**src/rtl/capture_fifo.sv**
```systemverilog
// Circular-buffer FIFO for captured print-mechanism samples, with registered
// read port, full/empty/count status and a sticky overflow flag.

module incrementer #(
  parameter int WIDTH     = 4,
  parameter int MAX_VALUE = 15,
  parameter int INCREMENT = 1
) (
  input  logic [WIDTH-1:0] value_i,
  output logic [WIDTH-1:0] next_o
);

  localparam int unsigned WRAP_FROM = MAX_VALUE - INCREMENT + 1;
  localparam int unsigned MODULUS   = MAX_VALUE + 1;

  int unsigned value_ext;
  int unsigned sum;

  // Wraps to the start of the range past MAX_VALUE instead of at 2**WIDTH,
  // so pointer ranges need not be a power of two.
  always_comb begin
    value_ext = 32'(value_i);
    sum       = value_ext + INCREMENT;
    if (value_ext >= WRAP_FROM) begin
      next_o = WIDTH'(sum - MODULUS);
    end else begin
      next_o = WIDTH'(sum);
    end
  end

endmodule

module capture_fifo #(
  parameter int DATA_WIDTH = 8,
  parameter int DEPTH      = 16
) (
  input  logic                       clk,
  input  logic                       rst,
  input  logic                       clear,
  input  logic                       write_en,
  input  logic [DATA_WIDTH-1:0]      write_data,
  input  logic                       read_en,
  output logic [DATA_WIDTH-1:0]      read_data,
  output logic                       read_valid,
  output logic                       full,
  output logic                       empty,
  output logic [$clog2(DEPTH+1)-1:0] count,
  output logic                       overflow
);

  localparam int PTR_W = $clog2(DEPTH);
  localparam int CNT_W = $clog2(DEPTH + 1);

  logic [DATA_WIDTH-1:0] mem_q [DEPTH];

  logic [PTR_W-1:0]      wr_ptr_q, wr_ptr_d, wr_ptr_inc;
  logic [PTR_W-1:0]      rd_ptr_q, rd_ptr_d, rd_ptr_inc;
  logic [CNT_W-1:0]      count_q, count_d;
  logic                  overflow_q, overflow_d;
  logic [DATA_WIDTH-1:0] read_data_q, read_data_d;
  logic                  read_valid_q, read_valid_d;

  logic full_w, empty_w;
  logic wr_accept, rd_accept;

  incrementer #(
    .WIDTH    (PTR_W),
    .MAX_VALUE(DEPTH - 1),
    .INCREMENT(1)
  ) u_wr_inc (
    .value_i(wr_ptr_q),
    .next_o (wr_ptr_inc)
  );

  incrementer #(
    .WIDTH    (PTR_W),
    .MAX_VALUE(DEPTH - 1),
    .INCREMENT(1)
  ) u_rd_inc (
    .value_i(rd_ptr_q),
    .next_o (rd_ptr_inc)
  );

  // Status is decoded from the registered count only, never from the requests.
  assign full_w    = (count_q == CNT_W'(DEPTH));
  assign empty_w   = (count_q == '0);
  assign wr_accept = write_en & ~full_w;
  assign rd_accept = read_en & ~empty_w;

  // NOTE: every variable gets its hold value first so no path leaves it
  // unassigned, which would otherwise infer a latch.
  always_comb begin
    wr_ptr_d     = wr_ptr_q;
    rd_ptr_d     = rd_ptr_q;
    count_d      = count_q;
    overflow_d   = overflow_q;
    read_data_d  = read_data_q;
    read_valid_d = 1'b0;

    if (clear) begin
      wr_ptr_d    = '0;
      rd_ptr_d    = '0;
      count_d     = '0;
      overflow_d  = 1'b0;
      read_data_d = '0;
    end else begin
      if (wr_accept) begin
        wr_ptr_d = wr_ptr_inc;
      end
      if (write_en && full_w) begin
        overflow_d = 1'b1;
      end
      if (rd_accept) begin
        rd_ptr_d     = rd_ptr_inc;
        read_data_d  = mem_q[rd_ptr_q];
        read_valid_d = 1'b1;
      end
      case ({wr_accept, rd_accept})
        2'b10:   count_d = count_q + CNT_W'(1);
        2'b01:   count_d = count_q - CNT_W'(1);
        default: count_d = count_q;
      endcase
    end
  end

  // NOTE: state registers use non-blocking assignments so every flop samples
  // the pre-edge values of the others, independent of process ordering.
  always_ff @(posedge clk) begin
    if (rst) begin
      wr_ptr_q     <= '0;
      rd_ptr_q     <= '0;
      count_q      <= '0;
      overflow_q   <= 1'b0;
      read_data_q  <= '0;
      read_valid_q <= 1'b0;
    end else begin
      wr_ptr_q     <= wr_ptr_d;
      rd_ptr_q     <= rd_ptr_d;
      count_q      <= count_d;
      overflow_q   <= overflow_d;
      read_data_q  <= read_data_d;
      read_valid_q <= read_valid_d;
    end
  end

  // NOTE: the storage array has no reset; the pointers and count alone define
  // which words are valid, and leaving it unreset lets it map onto RAM.
  always_ff @(posedge clk) begin
    if (!rst && !clear && wr_accept) begin
      mem_q[wr_ptr_q] <= write_data;
    end
  end

  assign read_data  = read_data_q;
  assign read_valid = read_valid_q;
  assign full       = full_w;
  assign empty      = empty_w;
  assign count      = count_q;
  assign overflow   = overflow_q;

endmodule

```
**config.mk**
```make
export PLATFORM = sky130hd
export DESIGN_NAME = capture_fifo
export DESIGN_NICKNAME = d
export VERILOG_FILES = /design/src/rtl/capture_fifo.sv
export SDC_FILE = /design/constraint.sdc
export NUM_CORES = 1
export LEC_CHECK = 0
export CORE_MARGIN = 2
export CORE_UTILIZATION = 48
export DETAILED_ROUTE_END_ITERATION = 8
export PLACE_DENSITY = 0.64
export RECOVER_POWER = 50
export SYNTH_ARGS = -nofsm -noshare
export SYNTH_HDL_FRONTEND = slang
export SYNTH_SLANG_ARGS = --single-unit
```
**constraint.sdc**
```tcl
create_clock -name clk -period 7.5 [get_ports clk]
set_input_delay 1.5 -clock clk [delete_from_list [all_inputs] [get_ports clk]]
set_output_delay 1.5 -clock clk [all_outputs]
set_load 0.01 [all_outputs]
```
==> results.ini, run 1 <==
[place]
port_buffers=29
gp_congestion=0.858
dpl_cell_area_sq_um=6420
place_ws_ns=3.05
dp_hpwl_microns=7910
dp_cells=574

[die]
dieArea_sq_um=13500
die_x_microns=116
io_pins=30
rows=40
start_util_pct=49.7
die_y_microns=116
core_sq_um=12100

[global_routing]
overflow=0
grt_pass1_wl_microns=18800
grt_max_degree=67
grt_pass1_vias=3167
grt_antenna_before_repair=0
gr-usage-all-layers_pct=20.1

[cts]
max-clock-path-buffers=2
worstSkewPairLatency_ns=0.42
h-tree-depth=4
cts_tree=yes
hold_buffers=0
post_cts_resized=0
clk_pin_slew_worst_paths_ns=0.06
clockRootBuffer=clkbuf_16
clock-sinks=151
postCtsSetupRepairBufs=0
cts_made_buffers=17

[route]
drc=0
vias=3345
via_per_inst=5.52
antenna_left=0
drt_first_pass_iters=4
routed_wirelength_microns=12500
drt_iter0_drc=243
wl_per_cell_microns=20.6

[logic_synthesis]
yosysTopAreaCell=edfxtp_1
yosys.area.top_type_share_pct=63.8
avgSynthCellArea_sq_um=15.2
synth_seq_cells=151
synthFlopType=edfxtp_1
seq_area_frac_synth_pct=71.5
ys_types=35
synthTopCellsByArea=edfxtp_1, mux2i_1, dfxtp_1
syn_area_sq_um=6020
synth_edf_count=128
async_flop_share_pct=0
synth_fp_nets=418
synth_cells=395
yosys_warnings=0

[sta]
hold_viol_final=0
setup_viol=0
worstMarginPinSlew_ns=2.18
clock_skew_ns=0.00757
fmax_ghz=0.191
drv_slew=23
setup_ws_ns=2.27
rsz0062_at_grt=false
finalCritPeriodShare_pct=69.7
maxSlewHeadroom_pct=-46.3
setup_tns_ns=0
hold_slack_ns=0.458
min_period_ns=5.23

[final_layout]
antenna_cells=0
fillers=1006
fin_area_sq_um=6990
utilization_pct=57.7
finalNonFillerCells=606
seqCellArea_sq_um=4310
syn_to_final_growth_pct=16.0
drive_gt1_share_pct=6.39
multiInputGateArea_sq_um=1570
fin_nets=448

[critical_path]
crit_start=read_en
cp_max_fo=22
crit_type=input port to flop
reg2reg_depth=10
regToRegStartpoint=count[1]
reg2reg_slack_ns=3.31
cp.required_ns=7.84
cp-end-kind=flop
worstPathArrival_ns=5.57
startpoint_type=input port

[run_status]
violations=capacitance limit, slew limit
outcome=complete, but fails checks

[power]
leakage_nw=2.16
power_density_nw_per_um2=257
irDropWorstVdd_mv=0.168
power.total_mw=1.79

[min_path]
hold_path.class=flop to flop
whs_path_depth=2
min_from=overflow

[job]
maxCapViolations=1

## flip-flops by register name, indices dropped and copies added (netlist names)
| signal | flops |
|---|---|
| wr_ptr_q | 4 |
| mem_q | 128 |
| read_valid | 1 |
| rd_ptr_q | 4 |
| overflow | 1 |
| count | 5 |
| read_data | 8 |
## final cells by class
class / instances / area share (%)
clock buffers: 18 / 6.14
clock inverters: 14 / 1.99
inverters: 8 / 0.430
multi-input cells: 217 / 22.5
flip-flops and latches: 151 / 61.6
well taps: 168 / 3.01
repair buffers: 30 / 4.26
## placed cells by master (no fill, tap or decap), drive strengths merged, types with 2 or more instances in the layout
cell and instances:
inv 8, o21ai 10, dlygate4sd3 14, nand3 3
a21oi 14, nand3b 4, clkdlybuf4s50 15, o22ai 32
ha 9, a21boi 2, bufinv 3, nor4 9
nand2 8, nand4 2, xor2 6, nor2 36
or3 3, edfxtp 128, clkbuf 18, xnor2 2
mux2i 65, dfxtp 23, clkinv 10, nor2b 2
## final timing paths
kind,to
worst max-delay path,count[4]
worst min-delay path,overflow
worst max register to register,count[4]
worst min register to register,overflow
## worst max-delay path: stages
cell and delay (ns):
dlygate4sd3_1 0.52, a21boi_0 1.63, ha_1 0.50, inv_1 0.11, fa_1 0.40, nor2b_1 0.15, o21ai_0 0.12, a211oi_1 0.33
o21ai_0 0.15, a21oi_1 0.15
## metal layers
metal / vias to the layer above / share of wire [%] / track usage (%)
met5: - / 0 / 0
met4: 0 / 1.6 / 7.22
met3: 17 / 5.2 / 5.28
met2: 78 / 48 / 30.7
met1: 1672 / 45 / 28.0
li1: 1578 / - / -
## cell usage after synthesis (all sizes together), types with 2 or more instances
master and count:
nor2b 2, or3 3, edfxtp 128, nand3 3, buf 13, a21oi 14
mux2i 65, nor4 9, dfxtp 23, clkbuf 6, o22ai 32, xor2 6
o21ai 10, ha 9, nor2 36, nand3b 4, xnor2 2, nand2 8
inv 8, nand4 2, a21boi 2
## report_power, final
part	internal, mW	switching (mW)
clock network	0.512	0.307
logic	0.0202	0.0355
registers	0.914	0.00438
## cell families (layout without fill, tap and decap cells)
kind of cell,count (synthesis),in the layout,synth area share [%]
adder cells (fa/ha/maj),10,10,2.20
XOR/XNOR,8,8,1.16
AND/OR/NAND/NOR,73,73,5.96
AO/OA/AOI/OAI,61,61,6.00
buffers and inverters,27,70,2.41
flip-flops,151,151,71.5
multiplexers,65,65,10.8
Power figures use the tool's default switching activity.
==> inputs of run 2 (changes only) <==
==> constraint.sdc (replaced) <==
create_clock -name clk -period 5 [get_ports clk]
set_input_delay 1 -clock clk [delete_from_list [all_inputs] [get_ports clk]]
set_output_delay 1 -clock clk [all_outputs]
set_load 0.01 [all_outputs]
==> run 2 against run 1 <==
  * The flow still finishes with violations (capacitance limit, slew limit)
  * Sequential power is 50% higher
  * Sequential share of layout area is 0.33 points higher
  * Combinational power is 53% higher
  * Utilization is 0.34 points lower
  * Design area is 0.59% lower
  * Worst setup slack worse by 0.60 ns
  * Largest cell class unchanged
  * Largest power group unchanged
==> results.ini, run 2 (synthesis results as in run 1) <==
[run_status]
outcome=complete, but fails checks
violations=capacitance limit, slew limit

[route]
vias=3280
drc=0
drt_first_pass_iters=4
wl_per_cell_microns=20.6
via_per_inst=5.41
antenna_left=0
drt_iter0_drc=282
routed_wirelength_microns=12500

[sta]
rsz0062_at_grt=false
setup_viol=0
min_period_ns=3.33
hold_viol_final=0
drv_slew=67
fmax_ghz=0.301
hold_slack_ns=0.470
maxSlewHeadroom_pct=-40.6
finalCritPeriodShare_pct=66.5
clock_skew_ns=0.00679
setup_tns_ns=0
worstMarginPinSlew_ns=2.11

[cts]
hold_buffers=0
cts_made_buffers=17
clock-sinks=151
clk_pin_slew_worst_paths_ns=0.05
cts_tree=yes
postCtsSetupRepairBufs=0
clockRootBuffer=clkbuf_16
h-tree-depth=4
worstSkewPairLatency_ns=0.42
max-clock-path-buffers=2
post_cts_resized=0

[global_routing]
overflow=0
grt_pass1_vias=3247
grt_antenna_before_repair=0
gr-usage-all-layers_pct=20.0
grt_pass1_wl_microns=18900
grt_max_degree=67

[final_layout]
utilization_pct=57.4
most-common-layout-cells=edfxtp_1, mux2i_1, nor2_1
antenna_cells=0
largest_reg_flops=128
fin_nets=448
top_register=mem_q
syn_to_final_growth_pct=15.3
finalNonFillerCells=606
drive_gt1_share_pct=6.39
layout_commonest_cell=edfxtp_1

[die]
io_pins=30
rows=40
core_sq_um=12100
die_y_microns=116
start_util_pct=49.7
dieArea_sq_um=13500
die_x_microns=116

[critical_path]
startpoint_type=input port
regToRegStartpoint=rd_ptr_q[2]
reg2reg_depth=4
reg2reg_slack_ns=2.06
crit_start=clear
cp.required_ns=5.04
cp_max_fo=16
reg2reg_to=read_data[1]
crit_type=input port to flop
critPathCapture=mem_q[2][0]
cp-end-kind=flop
worstPathArrival_ns=3.37

[power]
internal_power_mw=2.10
p_sw_share_pct=19.6
power_switching_uw=511
clkPwrFrac_pct=43.8
p_seq_share_pct=52.9
leakage_nw=2.14
irDropWorstVdd_mv=0.273
power_density_nw_per_um2=375
power.total_mw=2.61
power_frac_comb_pct=3.3

[place]
port_buffers=29
gp_congestion=0.880
dp_hpwl_microns=8030
dp_cells=574

[min_path]
hold_path.class=flop to flop

[job]
maxCapViolations=1

## run 2: cell types whose count changed in the layout (fill, tap and decap cells not counted), sizes merged
cell    change
bufinv      -2
clkbuf      +8
clkinv      -6
## run 2: area by class of cell
class                      count  area [sq um]
tap                          168           210
inverter                       8          30.0
sequential                   151          4310
clock inverter                 6          56.3
timing repair buffer          30           298
clock buffer                  26           469
fill                         993          5160
multi-input combinational    217          1580
## run 2: per-stage QoR
step	instance area [sq um]	worst slack [ns]
after global placement	6420	1.55
final	6950	1.67
after detailed placement	6420	1.38
after global routing	6950	1.53
after floorplan	6020	2.04
after CTS	6950	1.83
## run 2: how the worst min path moves through the flow
stage                  start        to  slack (ns)  depth (start not counted)
global placement    overflow  overflow        0.48                          2
CTS                 overflow  overflow        0.49                          2
global route        overflow  overflow        0.52                          2
finish              overflow  overflow        0.47                          2
detailed placement  overflow  overflow        0.47                          2
floorplan           overflow  overflow        0.50                          2
## run 2: layer usage
metal  vias to the layer above  global-route usage, %  part of all wire [%]  routed length, microns
met5                         -                      0                     0                       0
met4                         0                   7.86                   1.2                     151
met3                        16                   5.39                   6.9                     858
met2                        85                   29.9                    47                    5850
met1                      1605                   28.3                    45                    5590
li1                       1574                      -                     -                       -
## run 2: power by group through the flow
| stage | combinational [mW] | sequential [mW] | clock [mW] |
|---|---|---|---|
| after global routing | 0.0929 | 1.38 | 1.22 |
| after global placement | 0.0840 | 1.40 | 0 |
| final | 0.0851 | 1.38 | 1.14 |
| after detailed placement | 0.0867 | 1.40 | 0 |
| after floorplan | 0.0385 | 1.40 | 0 |
| after CTS | 0.0869 | 1.38 | 1.16 |
## run 2: worst max-delay path, stage by stage
cell	delay, ns
dlygate4sd3_1	0.55
or2_0	0.55
or3_1	0.59
nor2_1	0.67
